==> src/rtl/inv_zigzag_coeff_buffer_pkg.sv <==
// Shared constants for the inverse-zigzag coefficient buffer: widths, block-type
// codes and the 4x4 zigzag scan table.
package inv_zigzag_coeff_buffer_pkg;

  localparam int COEFF_W   = 9;
  localparam int NUM_LANES = 16;
  localparam int ROW_LANES = 4;
  localparam int BLK_W     = NUM_LANES * COEFF_W;
  localparam int ROW_W     = ROW_LANES * COEFF_W;

  localparam logic [4:0] MNC_4X4 = 5'd16;
  localparam logic [4:0] MNC_AC  = 5'd15;
  localparam logic [4:0] MNC_DC  = 5'd4;

  // ZIGZAG[s] = raster position of scan index s
  localparam logic [NUM_LANES-1:0][3:0] ZIGZAG = {
    4'd15, 4'd14, 4'd11, 4'd7, 4'd10, 4'd13, 4'd12, 4'd9,
    4'd6,  4'd3,  4'd2,  4'd5, 4'd8,  4'd4,  4'd1,  4'd0
  };

  typedef enum logic [1:0] {KIND_4X4, KIND_AC, KIND_DC} blk_kind_e;

  // Unknown codes fall back to a full 4x4 block
  function automatic blk_kind_e decode_kind(input logic [4:0] mnc);
    blk_kind_e k;
    case (mnc)
      MNC_AC:  k = KIND_AC;
      MNC_DC:  k = KIND_DC;
      default: k = KIND_4X4;
    endcase
    return k;
  endfunction

  function automatic int raster_to_scan(input int p);
    int s_found;
    s_found = 0;
    for (int s = 0; s < NUM_LANES; s++)
      if (int'(ZIGZAG[s]) == p) s_found = s;
    return s_found;
  endfunction

endpackage

==> src/rtl/inv_zigzag_coeff_buffer_map.sv <==
// Combinational scan-to-raster reorder for 4x4, AC (15) and chroma DC (4) blocks.
module inv_zigzag_map
  import inv_zigzag_coeff_buffer_pkg::*;
(
  input  logic [4:0]                              maxNumCoeff,
  input  logic [NUM_LANES-1:0][COEFF_W-1:0]       i_scan,
  output logic [NUM_LANES-1:0][COEFF_W-1:0]       o_raster
);

  blk_kind_e w_kind;
  assign w_kind = decode_kind(maxNumCoeff);

  for (genvar p = 0; p < NUM_LANES; p++) begin : g_lane
    localparam int S   = raster_to_scan(p);
    // AC blocks arrive shifted down one lane; scan index 0 (DC) is absent
    localparam int SM1 = (S == 0) ? 0 : S - 1;
    logic [COEFF_W-1:0] w_lane;

    always_comb begin
      w_lane = '0;
      case (w_kind)
        KIND_DC:  w_lane = (p < ROW_LANES) ? i_scan[p] : '0;
        KIND_AC:  w_lane = (S == 0) ? '0 : i_scan[SM1];
        default:  w_lane = i_scan[S];
      endcase
    end

    assign o_raster[p] = w_lane;
  end

endmodule

==> src/rtl/inv_zigzag_coeff_buffer.sv <==
// Two-bank ping-pong buffer: captures a scan-order block in raster order and
// streams it out one 4-coefficient row per beat.
module inv_zigzag_coeff_buffer
  import inv_zigzag_coeff_buffer_pkg::*;
(
  input  logic               clk,
  input  logic               reset,
  input  logic               blk_valid,
  output logic               blk_ready,
  input  logic [BLK_W-1:0]   coeff_in,
  input  logic [4:0]         maxNumCoeff,
  output logic               out_valid,
  input  logic               out_ready,
  output logic [ROW_W-1:0]   out_coeff,
  output logic [1:0]         out_row,
  output logic               out_last,
  output logic               out_allzero
);

  logic [1:0][BLK_W-1:0] r_bank;
  logic [1:0]            r_dc;
  logic [1:0]            r_zero;
  logic                  r_wptr;
  logic                  r_rptr;
  logic [1:0]            r_cnt;
  logic [1:0]            r_row;

  logic [BLK_W-1:0]      w_raster;
  logic                  w_cap;
  logic                  w_beat;
  logic                  w_done;

  inv_zigzag_map u_map (
    .maxNumCoeff (maxNumCoeff),
    .i_scan      (coeff_in),
    .o_raster    (w_raster)
  );

  assign blk_ready   = (r_cnt < 2'd2);
  assign out_valid   = (r_cnt != 2'd0);
  assign w_cap       = blk_valid & blk_ready;
  assign w_beat      = out_valid & out_ready;
  assign w_done      = w_beat & out_last;

  // Chroma DC is a single-beat block; everything else ends on row 3
  assign out_last    = out_valid & (r_dc[r_rptr] | (r_row == 2'd3));
  assign out_row     = r_row;
  assign out_allzero = out_valid & r_zero[r_rptr];
  assign out_coeff   = out_valid ? r_bank[r_rptr][r_row*ROW_W +: ROW_W] : '0;

  always_ff @(posedge clk) begin
    if (w_cap && !reset) begin
      r_bank[r_wptr] <= w_raster;
      r_dc[r_wptr]   <= (decode_kind(maxNumCoeff) == KIND_DC);
      r_zero[r_wptr] <= (w_raster == '0);
    end
  end

  always_ff @(posedge clk) begin
    if (reset) begin
      r_cnt  <= 2'd0;
      r_wptr <= 1'b0;
      r_rptr <= 1'b0;
      r_row  <= 2'd0;
    end else begin
      if (w_cap) r_wptr <= ~r_wptr;
      if (w_done) begin
        r_rptr <= ~r_rptr;
        r_row  <= 2'd0;
      end else if (w_beat) begin
        r_row  <= r_row + 2'd1;
      end
      case ({w_cap, w_done})
        2'b10:   r_cnt <= r_cnt + 2'd1;
        2'b01:   r_cnt <= r_cnt - 2'd1;
        default: r_cnt <= r_cnt;
      endcase
    end
  end

endmodule

==> config.mk <==
export PLATFORM = sky130hd
export DESIGN_NAME = inv_zigzag_coeff_buffer
export DESIGN_NICKNAME = d
export VERILOG_FILES = /design/src/rtl/inv_zigzag_coeff_buffer_pkg.sv /design/src/rtl/inv_zigzag_coeff_buffer_map.sv /design/src/rtl/inv_zigzag_coeff_buffer.sv
export SDC_FILE = /design/constraint.sdc
export NUM_CORES = 1
export LEC_CHECK = 0
export ABC_AREA = 1
export ABC_CLOCK_PERIOD_IN_PS = 36200
export CAP_MARGIN = 40
export CORE_MARGIN = 1.5
export CORE_UTILIZATION = 40
export DETAILED_ROUTE_END_ITERATION = 12
export SETUP_SLACK_MARGIN = 0.5
export SLEW_MARGIN = 20
export SYNTH_ARGS = -nofsm -noshare
export SYNTH_HDL_FRONTEND = slang
export SYNTH_SLANG_ARGS = --single-unit
==> constraint.sdc <==
create_clock -name clk -period 36.2 [get_ports clk]
set_clock_uncertainty 0.2 [all_clocks]
set_input_delay 5.43 -clock clk [delete_from_list [all_inputs] [get_ports clk]]
set_output_delay 5.43 -clock clk [all_outputs]
set_load 0.02 [all_outputs]
# Word-level counts from Yosys, hierarchy flattened
# Index checks and enable logic that the tools add are counted.
# Widths: inputs -> output; s select.
# totals
ff_bits,298
out_inout_bits,42
input_bits,153
# classes
n_eq_ne,8
mux,33
add_sub_neg,3
reduce_logical,7
bitwise_logic,8
n_shift,1
n_mul,1
magnitude_cmp,4
# op_table
operator,n
$mux 144,3
$bwmux 288,1
$pmux 9 s2,14
$demux 144 s1,1
$logic_not 144->1,1
$shiftx 144x9->36,1
$mux 36,1
$mux 9,2
$eq 2x2->1 const B,4
$pmux 2 s2,2
$mul 2x4->6 const B,1
$and 1x1->1,5
$eq 5x3->1 const B,1
$eq 5x4->1 const B,1
$mux 1,5
$add 2x1->2 const B,2
$bwmux 2,2
$eq 2x1->1 const B,2
$lt 1x2->1 const B,2
$reduce_bool 2->1,2
$logic_and 1x1->1,2
$lt 2x2->1 const B,1
$mux 2,1
$not 1->1,2
other kinds (6),6

# Logic depth before layout (Yosys ltp)
# Gate-level depths: netlist (run 1).
# logic_depth
ltp_word,7
ltp_mapped,17

# By module
# From an unflattened synthesis (run 1), not the netlist that was laid out.
# hier_totals
cells_unflattened,1535
hier_area_um2,14356.3
# modules_own_cells
module,cells_per_inst,n_inst,seq_area_each_um2,area_per_inst_um2
inv_zigzag_coeff_buffer,1080,1,8888.5,12316.8
inv_zigzag_map,455,1,0.0,2039.5

# Worst setup path after synthesis (run 1)
# OpenSTA, ideal clock, no wires.
# synth_path
path_type,input to register
start,input port blk_valid
end,register r_bank[144] in the netlist's numbering (enable)
stages,2
setup_slack_ns,19.805
setup_time_ns,0.830
path_buffers,0
arrival_time_ns,15.365
path_cell_list,nand2_1 > nor3_1
# synth_between
elab_chain_len,2
# synth_rtl
element,line,source
from (decl),inv_zigzag_coeff_buffer.sv:8,"input logic blk_valid,"
$and 1x1->1,inv_zigzag_coeff_buffer.sv:41,assign w_cap = blk_valid & blk_ready;
$logic_and 1x1->1,inv_zigzag_coeff_buffer.sv:52,if (w_cap && !reset) begin
"to (signal, indexed assignment)",inv_zigzag_coeff_buffer.sv:53,r_bank[r_wptr] <= w_raster;
to (decl),inv_zigzag_coeff_buffer.sv:20,logic [1:0][BLK_W-1:0] r_bank;
# No other way between the ends.
# A chain may end at the register's enable or synchronous reset.

# Final worst setup path (run 1)
# layout_path
start,register r_rptr
end,output port out_coeff[24]
# layout_between
elab_chain_len,4
# layout_rtl
element,line,source
from (decl),inv_zigzag_coeff_buffer.sv:24,logic r_rptr;
from (signal assigned),inv_zigzag_coeff_buffer.sv:68,r_rptr <= ~r_rptr;
$mux 144 (implied by the code) (2 in a row),inv_zigzag_coeff_buffer.sv:49,assign out_coeff = out_valid ? r_bank[r_rptr][r_row*ROW_W +: ROW_W] : '0;
$shiftx 144x9->36,inv_zigzag_coeff_buffer.sv:49,
$mux 36,inv_zigzag_coeff_buffer.sv:49,
to (decl),inv_zigzag_coeff_buffer.sv:14,"output logic [ROW_W-1:0] out_coeff,"
# No other way between the ends. The select of a mux whose other input is x is not followed.

==> results of run 1 <==
[where the power goes]
group	leakage [nW]	switching, mW	total, mW	internal, mW
combinational	3.40	0.146	0.231	0.0847
clock	0.466	0.127	0.305	0.178
sequential	2.73	0.0118	0.416	0.404
total	6.60	0.285	0.952	0.667
[layout make-up]
cell class                 count  area, um^2
fill                        3327       17830
inverter                      73       279.0
clock buffer                  40       809.5
tap                          461       576.8
multi-input combinational   1060        4705
sequential                   298        8896
clock inverter                17       155.1
timing repair buffer         211        2147
[placed cells by master, fill, tap and decap left out, types with 2 or more instances in the layout]
cell type / count
nor3_1: 3
inv_4: 2
clkdlybuf4s50_1: 194
o211ai_1: 4
nand2_1: 356
a21oi_1: 7
nor2_4: 2
a21boi_1: 3
clkbuf_1: 9
bufinv_16: 3
clkbuf_16: 31
clkinv_2: 3
xor2_1: 2
dfxtp_1: 4
o21ai_1: 7
buf_16: 2
buf_4: 12
o32ai_1: 72
edfxtp_1: 292
inv_1: 70
dfxtp_4: 2
clkinv_1: 9
buf_12: 3
nor2_1: 415
nand3_1: 51
o21ai_0: 130
ha_1: 3
[through the flow]
| stage | hold WS (ps) | setup slack, ps | area (um^2) |
|---|---|---|---|
| floorplan | 233.7 | 19800 | 14320 |
| global placement | 251.8 | 26550 | 16510 |
| detailed placement | 259.0 | 26640 | 16600 |
| CTS | 266.9 | 26080 | 17570 |
| global route | 293.1 | 25800 | 17570 |
| finish | 271.4 | 26120 | 17570 |
[registers in the layout, indices dropped and copies added, names as in the netlist]
register  cells
r_wptr        1
out_row       2
r_rptr        1
r_zero        2
r_bank      288
r_cnt         2
r_dc          2
[logic make-up after synthesis]
group,count (synthesis)
AND/OR/NAND/NOR,831
XOR/XNOR,2
AO/OA/AOI/OAI,223
flip-flops,298
buffers and inverters,166
adder cells (fa/ha/maj),4
[worst paths after layout]
check / from / endpoint / slack, ps
setup / recovery: r_rptr / out_coeff[24] / 26120
hold / removal: r_wptr / r_wptr / 270
setup reg to reg: r_rptr / r_cnt[1] / 33580
hold reg to reg: r_wptr / r_wptr / 270
[layer usage]
layer,share of wire [%],up-vias
met1,43,5712
met3,8.4,73
li1,-,5485
met5,0,-
met4,2.5,0
met2,46,524
[tightest hold or removal path, stage by stage (launching register included)]
cell	delay, ps
dfxtp_1	310
nand2_1	60
a21oi_1	50
==> metrics.txt, run 1 <==
outcome=complete, no violations; VDD IR max=0.00004014 V; Static Leak=6.602 nW; sum of buffers and inverters on the critical path=6; maximum number of pins on one net before global-route repair=147; core area=0.03540 mm^2; main area contributors after synthesis=edfxtp_1 (61%), nor2_1 (11%), nand2_1 (9.3%); DRT iter0 DRCs=1287; Clock Root Buffer=clkbuf_16; Slew Limit Fails=0; I/O Buffers=194; top cell type's share of synthesized area=61.23%; Worst-Margin Slew=877.7 ps; met1 Usage GRT=34.97%; diode count=0; Synth Area in Compound Gates=9.803%; busiest grt layer=met2; Synth Net Count=1681; WP data arrival=4450 ps; RSZ-0062 raised after global routing=false; Max FO, Critical Path=67; PwrDens=54.19 mW/mm^2; Routed Antenna Nets=0; hpwl dp=32610 um; share of layout cells above drive strength 1=3.885%; crit-path cells=buf_4 -> buf_16 -> inv_4 -> buf_4 -> buf_4 -> nor2_1 -> o32ai_1 -> nor2_1 -> nor2_1 -> clkdlybuf4s50_1; Yosys Warn Count=0; Cell Rows=69; Initial Util=40.46%; Final Power=952.0 uW; Post-synth top cells=nor2_1 (416), nand2_1 (356), edfxtp_1 (292), o21ai_0 (130), o32ai_1 (72); drt total wl=46450 um; vias per cell=5.460; mux cell area share after synthesis=0%; Clock transition at path regs=60 ps; Setup TNS=0 ps; Die H=192.2 um; vias in the first global route=11420; Setup crit start kind=flop; fmax=99.18 MHz; non-filler instance count after layout=2160; TritonRoute pass-1 iters=5; critical path class=reg2out; Ports=195; Setup crit end kind=output pin; Synth area leader=edfxtp_1; maximum clock path buffer count=3; met3 Use GR=4.294%; count leader, synth=nor2_1; antenna violations before repair=0; global route overflow=0; global-route wire length before repair=68470 um; Layout Nets=1832; DR WL/cell=21.51 um; die area=0.03694 mm^2; Max Cap Viol=0; Crit path largest cell delay=710 ps; Post-Synth XOR/XNOR Area=0.1223%; synth-to-layout area growth=22.68%; GP Congestion=0.8964; Layout Utilization=49.63%; cts hold-fix bufs=0; gr usage total=25.11%; HP Class=reg2reg; number of synthesized flops with an enable pin=292; Final Cycle Share=27.85%; Num CTS Buffers=31; # Post-CTS Setup Buffers=0; worst r2r path cells=12; combinational family with the most area after synthesis=simple AND/OR/NAND/NOR gates; post-synthesis async set-or-reset flop share=0%; M2 GR Usage=40.48%; H-Tree Depth=1; post-synthesis instance total=1524; Die X=192.2 um; Post-synth top flop=edfxtp_1; Worst-Skew Late Latency=560 ps; Residual DRC=0; placed cell count=2103; post-synthesis sequential area ratio=62.07%; Slew HR=41.49%; post-CTS resize count=0; WP depth=10; Syn Area/Cell=9.396 um^2; Final setup violation count=0; Final Hold Fails=0; unique cell type count in the Yosys netlist=26; clock period minus final worst setup slack=10080 ps; CP delay by family, top=buffers and inverters; Mapped Area=0.01432 mm^2; Vias=11790; CTS tree=yes; hold path cells=2; Required @ worst endpoint=30570 ps; Yosys reg bits=298; CP max-delay cell=buf_4; clk sinks=298; post-synthesis simple-gate area fraction=22.40%; adder-cell share of the synthesized area=0.3495%
No activity file was read; power rests on OpenSTA's default activity.
==> run 2, diff against run 1 <==
--- a/config.mk
+++ b/config.mk
@@ -6,7 +6,7 @@
 export NUM_CORES = 1
 export LEC_CHECK = 0
 export ABC_AREA = 1
-export ABC_CLOCK_PERIOD_IN_PS = 36200
+export ABC_CLOCK_PERIOD_IN_PS = 8200
 export CAP_MARGIN = 40
 export CORE_MARGIN = 1.5
 export CORE_UTILIZATION = 40
==> constraint.sdc (replaced) <==
create_clock -name clk -period 8.2 [get_ports clk]
set_clock_uncertainty 0.2 [all_clocks]
set_input_delay 1.23 -clock clk [delete_from_list [all_inputs] [get_ports clk]]
set_output_delay 1.23 -clock clk [all_outputs]
set_load 0.02 [all_outputs]
==> run 2 against run 1 <==
Compared with the run above: final cell count barely moved; clock power rose to 4.3 times the previous value; first-iteration DRC count rose by 8.2%; design area fell by 0.24%; sequential cell count did not move; die area did not move; critical path depth fell by 3; critical path type unchanged; largest cell class unchanged; largest power group unchanged.
==> metrics.txt, run 2 (synthesis results as in run 1) <==
core area=0.03540 mm^2 (unchanged); combinational fraction of design power=24.7% (+0.4 points); synth-to-layout area growth=22.39%; Setup crit start kind=flop; Final Cycle Share=64.79%; Vias=11920 (+1.0%); Sw Pwr=1.276 mW (+350%); Top Metal Used=met5; die area=0.03694 mm^2 (unchanged); Max Cap Viol=0 (unchanged); post-CTS resize count=0 (unchanged); most common cell after layout, fill and taps aside=nor2_1; TritonRoute pass-1 iters=6 (+1); vias in the first global route=11290 (-1.1%); Power Internal=2.909 mW (+340%); CTS tree=yes; hpwl dp=32890 um (+0.84%); H-Tree Depth=1 (unchanged); Setup TNS=0 ps (unchanged); Slew HR=40.04% (-1.5 points); WP data arrival=3880 ps (-570 ps); Clk pwr share=31.3% (-0.7 points); clk sinks=298 (unchanged); Layout Nets=1832 (unchanged); antenna violations before repair=2 (+2); vias per cell=5.522 (+1.1%); Initial Util=40.46% (unchanged); metal2 WL=22110 um (+2.5%); global route overflow=0 (unchanged); DR WL/cell=22.02 um (+2.4%); most frequent cells in the layout=nor2_1 (415), nand2_1 (356), edfxtp_1 (292), clkdlybuf4s50_1 (194), o21ai_0 (130); maximum clock path buffer count=3 (unchanged); DRT iter0 DRCs=1392 (+8.2%); Worst-Skew Late Latency=560 ps (about the same); Seq pwr share=44.0% (+0.3 points); routed length on met3=4089 um (+4.7%); Required @ worst endpoint=6770 ps (-23800 ps); Met1 Wirelength=19660 um (-0.68%); Die X=192.2 um (unchanged); PwrDens=238.8 mW/mm^2 (+340%); gr usage total=25.40% (+0.29 points); Worst Slack Setup Final=2887 ps (-23230 ps); global-route wire length before repair=69330 um (+1.3%); number of flip-flops in the largest register=288 (unchanged); Reg with most FFs=r_bank; Max FO, Critical Path=67 (unchanged); Final Hold Fails=0 (unchanged); Sw Ratio=30.50% (+0.52 points); VDD IR max=0.0001873 V (+370%); maximum number of pins on one net before global-route repair=147 (unchanged); # Post-CTS Setup Buffers=0 (unchanged); share of layout cells above drive strength 1=4.009% (+0.12 points); Clock transition at path regs=60 ps (about the same); Num CTS Buffers=31 (unchanged); Ports=195 (unchanged); cts hold-fix bufs=0 (unchanged); Static Leak=6.593 nW (-0.14%); fmax=188.2 MHz; GP Congestion=0.9226 (+2.9%); HP Class=reg2reg; RSZ-0062 raised after global routing=false; Clock Root Buffer=clkbuf_16; Cell Rows=69 (unchanged); I/O Buffers=194 (unchanged); Die H=192.2 um (unchanged); Routed Antenna Nets=0 (unchanged); critical path class=reg2out; outcome=complete, no violations; DP Worst Slack=3126 ps (-23510 ps); Final setup violation count=0 (unchanged); Residual DRC=0 (unchanged); Setup crit end kind=output pin; Worst-Margin Slew=899.5 ps (+21.77 ps); clock period minus final worst setup slack=5313 ps; Slew Limit Fails=0 (unchanged); drt total wl=47520 um (+2.3%)
==> run 2: cell types whose count changed in the layout (fill, tap and decap cells not counted), sizes merged <==
cell    change
bufinv      -1
clkbuf      -1
diode       +1
inv         -1
==> run 2: area by class of cell <==
cell class | count | area (um^2)
antenna | 1 | 2.502
clock buffer | 39 | 805.8
clock inverter | 15 | 121.4
fill | 3314 | 17870
inverter | 73 | 279.0
multi-input combinational | 1060 | 4711
sequential | 298 | 8896
tap | 461 | 576.8
timing repair buffer | 211 | 2135
==> run 2: metrics by stage <==
step / instance area, um^2 / hold slack (ps) / std cells / util [%] / power [mW]
finish: 17530 / 275.3 / 2158 / 49.52 / 4.185
global route: 17530 / 314.2 / 2158 / 49.52 / 4.346
CTS: 17500 / 273.9 / 2156 / 49.45 / 4.198
detailed placement: 16580 / 261.5 / 2102 / 46.83 / 2.899
global placement: 16520 / 252.5 / 2100 / 46.68 / 2.887
floorplan: 14330 / 234.9 / 1524 / - / 2.413
==> run 2: final timing paths <==
kind,start,to,slack [ps],depth (start not counted)
worst max-delay path,r_rptr,out_coeff[20],2890,7
worst min-delay path,r_wptr,r_wptr,280,2
worst max register to register,out_row[0],r_cnt[1],5230,11
worst min register to register,r_wptr,r_wptr,280,2
==> run 2: worst max-delay path, stage by stage, from the launching register on <==
cell	delay [ps]
dfxtp_4	670
buf_12	290
buf_4	610
nor2_1	120
o32ai_1	630
o21ai_0	190
nor2_1	160
clkdlybuf4s50_1	630
==> run 2: routing by layer <==
layer	GRT usage, %	vias to the layer above
met4	9.302	2
li1	-	5493
met1	35.14	5728
met3	3.837	93
met5	0	-
met2	40.50	601
==> run 2: power by group through the flow <==
stage / registers (mW) / logic, mW / clock network [mW]
2_1_floorplan: 1.84 / 0.569 / 0
3_3_place_gp: 1.88 / 1.01 / 0
3_5_place_dp: 1.88 / 1.02 / 0
4_1_cts: 1.85 / 1.02 / 1.33
5_1_grt: 1.85 / 1.11 / 1.39
6_report: 1.84 / 1.04 / 1.31
==> run 3, diff against run 2 <==
--- a/config.mk
+++ b/config.mk
@@ -6,7 +6,7 @@
 export NUM_CORES = 1
 export LEC_CHECK = 0
 export ABC_AREA = 1
-export ABC_CLOCK_PERIOD_IN_PS = 8200
+export ABC_CLOCK_PERIOD_IN_PS = 5300
 export CAP_MARGIN = 40
 export CORE_MARGIN = 1.5
 export CORE_UTILIZATION = 40
==> constraint.sdc (replaced) <==
create_clock -name clk -period 5.3 [get_ports clk]
set_clock_uncertainty 0.2 [all_clocks]
set_input_delay 0.795 -clock clk [delete_from_list [all_inputs] [get_ports clk]]
set_output_delay 0.795 -clock clk [all_outputs]
set_load 0.02 [all_outputs]
==> run 3 against run 2 <==
Compared with the run above: sequential cell count unchanged; combinational power rose by 58%; global-route usage up 0.29 points; core utilization increased by 1.2 points; clock power grew 89%; design area increased by 2.4%.
==> metrics.txt, run 3 (synthesis results as in run 1) <==
post-CTS resize count=0 (unchanged); Final Cycle Share=85.43%; antenna violations before repair=1 (-1); Clk pwr share=35.6% (+4.3 points); met3 Use GR=5.682% (+1.8 points); Setup crit start kind=flop; crit-path cells=inv_4 -> buf_4 -> nor2_1 -> o32ai_1 -> nor2_1 -> nor2_1 -> clkdlybuf4s50_1; Final Hold Slack=276.0 ps (+0.7040 ps); Required @ worst endpoint=4300 ps (-2470 ps); Die H=192.2 um (unchanged); PwrDens=387.6 mW/mm^2 (+62%); M2 GR Usage=41.23% (+0.73 points); CP delay by family, top=buffers and inverters; Setup crit end kind=output pin; TritonRoute pass-1 iters=6 (unchanged); global-route wire length before repair=69410 um (+0.11%); Final setup violation count=0 (unchanged); Slew Limit Fails=0 (unchanged); FF-to-FF Start=r_rptr; CP dominant cell by count=nor2_1; Initial Util=40.46% (unchanged); Seq pwr share=40.8% (-3.2 points); worst r2r path cells=11 (unchanged); Worst-Margin Slew=875.3 ps (-24.18 ps); core area=0.03540 mm^2 (unchanged); Routed Antenna Nets=0 (unchanged); combinational fraction of design power=23.5% (-1.2 points); diode count=0 (-1); HP Class=reg2reg; Static Leak=6.803 nW (+3.2%); gr usage total=25.69% (+0.29 points); fillers=3275 (-1.2%); Ports=195 (unchanged); synth-to-layout area growth=25.32%; die area=0.03694 mm^2 (unchanged); Worst Slack Setup Final=772.1 ps (-2115 ps); # Post-CTS Setup Buffers=0 (unchanged); Num CTS Buffers=35 (+13%); Worst-Skew Late Latency=500 ps (-60 ps); VDD IR max=0.0002070 V (+11%); share of layout cells above drive strength 1=5.300% (+1.3 points); Layout Nets=1849 (+0.93%); Cell Rows=69 (unchanged); Clock Root Buffer=clkbuf_16; most common cell after layout, fill and taps aside=nor2_1; CP max-delay cell=o32ai_1; Die X=192.2 um (unchanged); Sw Ratio=29.31% (-1.2 points); Setup TNS=0 ps (unchanged); CTS tree=yes; fmax=220.9 MHz; GP Congestion=0.9094 (-1.4%); RSZ-0062 raised after global routing=false; Final Hold Fails=0 (unchanged); drt total wl=47710 um (+0.39%); DRT iter0 DRCs=1268 (-8.9%); Slew HR=41.47% (+1.4 points); busiest grt layer=met2; R2R Path End=r_cnt[1]; DP Worst Slack=928.0 ps (-2198 ps); Crit path largest cell delay=670 ps (about the same); met1 Usage GRT=34.26% (-0.87 points); hpwl dp=33940 um (+3.2%); most frequent cells in the layout=nor2_1 (415), nand2_1 (355), edfxtp_1 (292), clkdlybuf4s50_1 (194), o21ai_0 (130); Vias=11970 (+0.45%); dpl cell area=0.01675 mm^2 (+1.1%); cts hold-fix bufs=0 (unchanged); post-route cell area=0.01795 mm^2 (+2.4%); number of flip-flops in the largest register=288 (unchanged); Clock transition at path regs=60 ps (about the same); Residual DRC=0 (unchanged); hold_sp=r_wptr; vias per cell=5.496 (-0.47%); outcome=complete, no violations; hold path cells=2 (unchanged); maximum clock path buffer count=3 (unchanged); DR WL/cell=21.90 um (-0.53%); register-to-register setup slack=2510 ps (-2720 ps); vias in the first global route=11480 (+1.7%); Max FO, Critical Path=32 (-52%); global route overflow=0 (unchanged); hold endpoint=r_wptr; Power Internal=4.917 mW (+69%); Reg with most FFs=r_bank; H-Tree Depth=2 (+1); clock period minus final worst setup slack=4528 ps; area of the multi-input gates=0.004727 mm^2 (+0.35%); WP data arrival=3530 ps (-350 ps); maximum number of pins on one net before global-route repair=88 (-40%); critical path class=reg2out; I/O Buffers=194 (unchanged); sum of buffers and inverters on the critical path=3 (unchanged); Reg area=0.008896 mm^2 (unchanged); Sw Pwr=2.039 mW (+60%); clk sinks=298 (unchanged); Max Cap Viol=0 (unchanged)
-- run 3: layer usage --
layer | vias to the layer above | part of all wire (%)
met5 | - | 0.027
met4 | 2 | 3.3
met3 | 85 | 8.5
met2 | 555 | 47
met1 | 5805 | 41
li1 | 5524 | -
-- run 3: final cells by class --
cell class	instances	area share, %
clock buffers	41	5.243
clock inverters	21	1.401
inverters	73	1.555
multi-input cells	1060	26.34
flip-flops and latches	298	49.57
well taps	461	3.214
repair buffers	224	12.68
-- run 3: per-stage QoR --
stage | cells | utilization, % | power (mW)
finish | 2178 | 50.70 | 6.957
global route | 2178 | 50.70 | 7.210
floorplan | 1524 | - | 3.731
global placement | 2114 | 47.23 | 4.493
detailed placement | 2116 | 47.33 | 4.515
CTS | 2178 | 50.70 | 6.983
-- run 3: worst max-delay path by stage --
stage                         end           start  cells past startpoint  slack, ps
floorplan             r_bank[144]       blk_valid                      2        310
global placement        r_zero[0]  maxNumCoeff[4]                     15        950
detailed placement      r_zero[0]  maxNumCoeff[4]                     15        930
CTS                 out_coeff[16]          r_rptr                      7        760
global route        out_coeff[16]          r_rptr                      7        670
finish              out_coeff[16]          r_rptr                      7        770
-- run 3: tightest hold or removal path, stage by stage, from the launching register on --
cell,delay [ps]
dfxtp_1,300
nand2_1,70
a21oi_1,60
-- run 3: power groups by stage --
stage	clock network [mW]	registers (mW)	logic [mW]
final	2.48	2.84	1.64
after detailed placement	0	2.89	1.63
after global placement	0	2.91	1.59
after floorplan	0	2.85	0.885
after CTS	2.51	2.84	1.63
after global routing	2.60	2.85	1.76
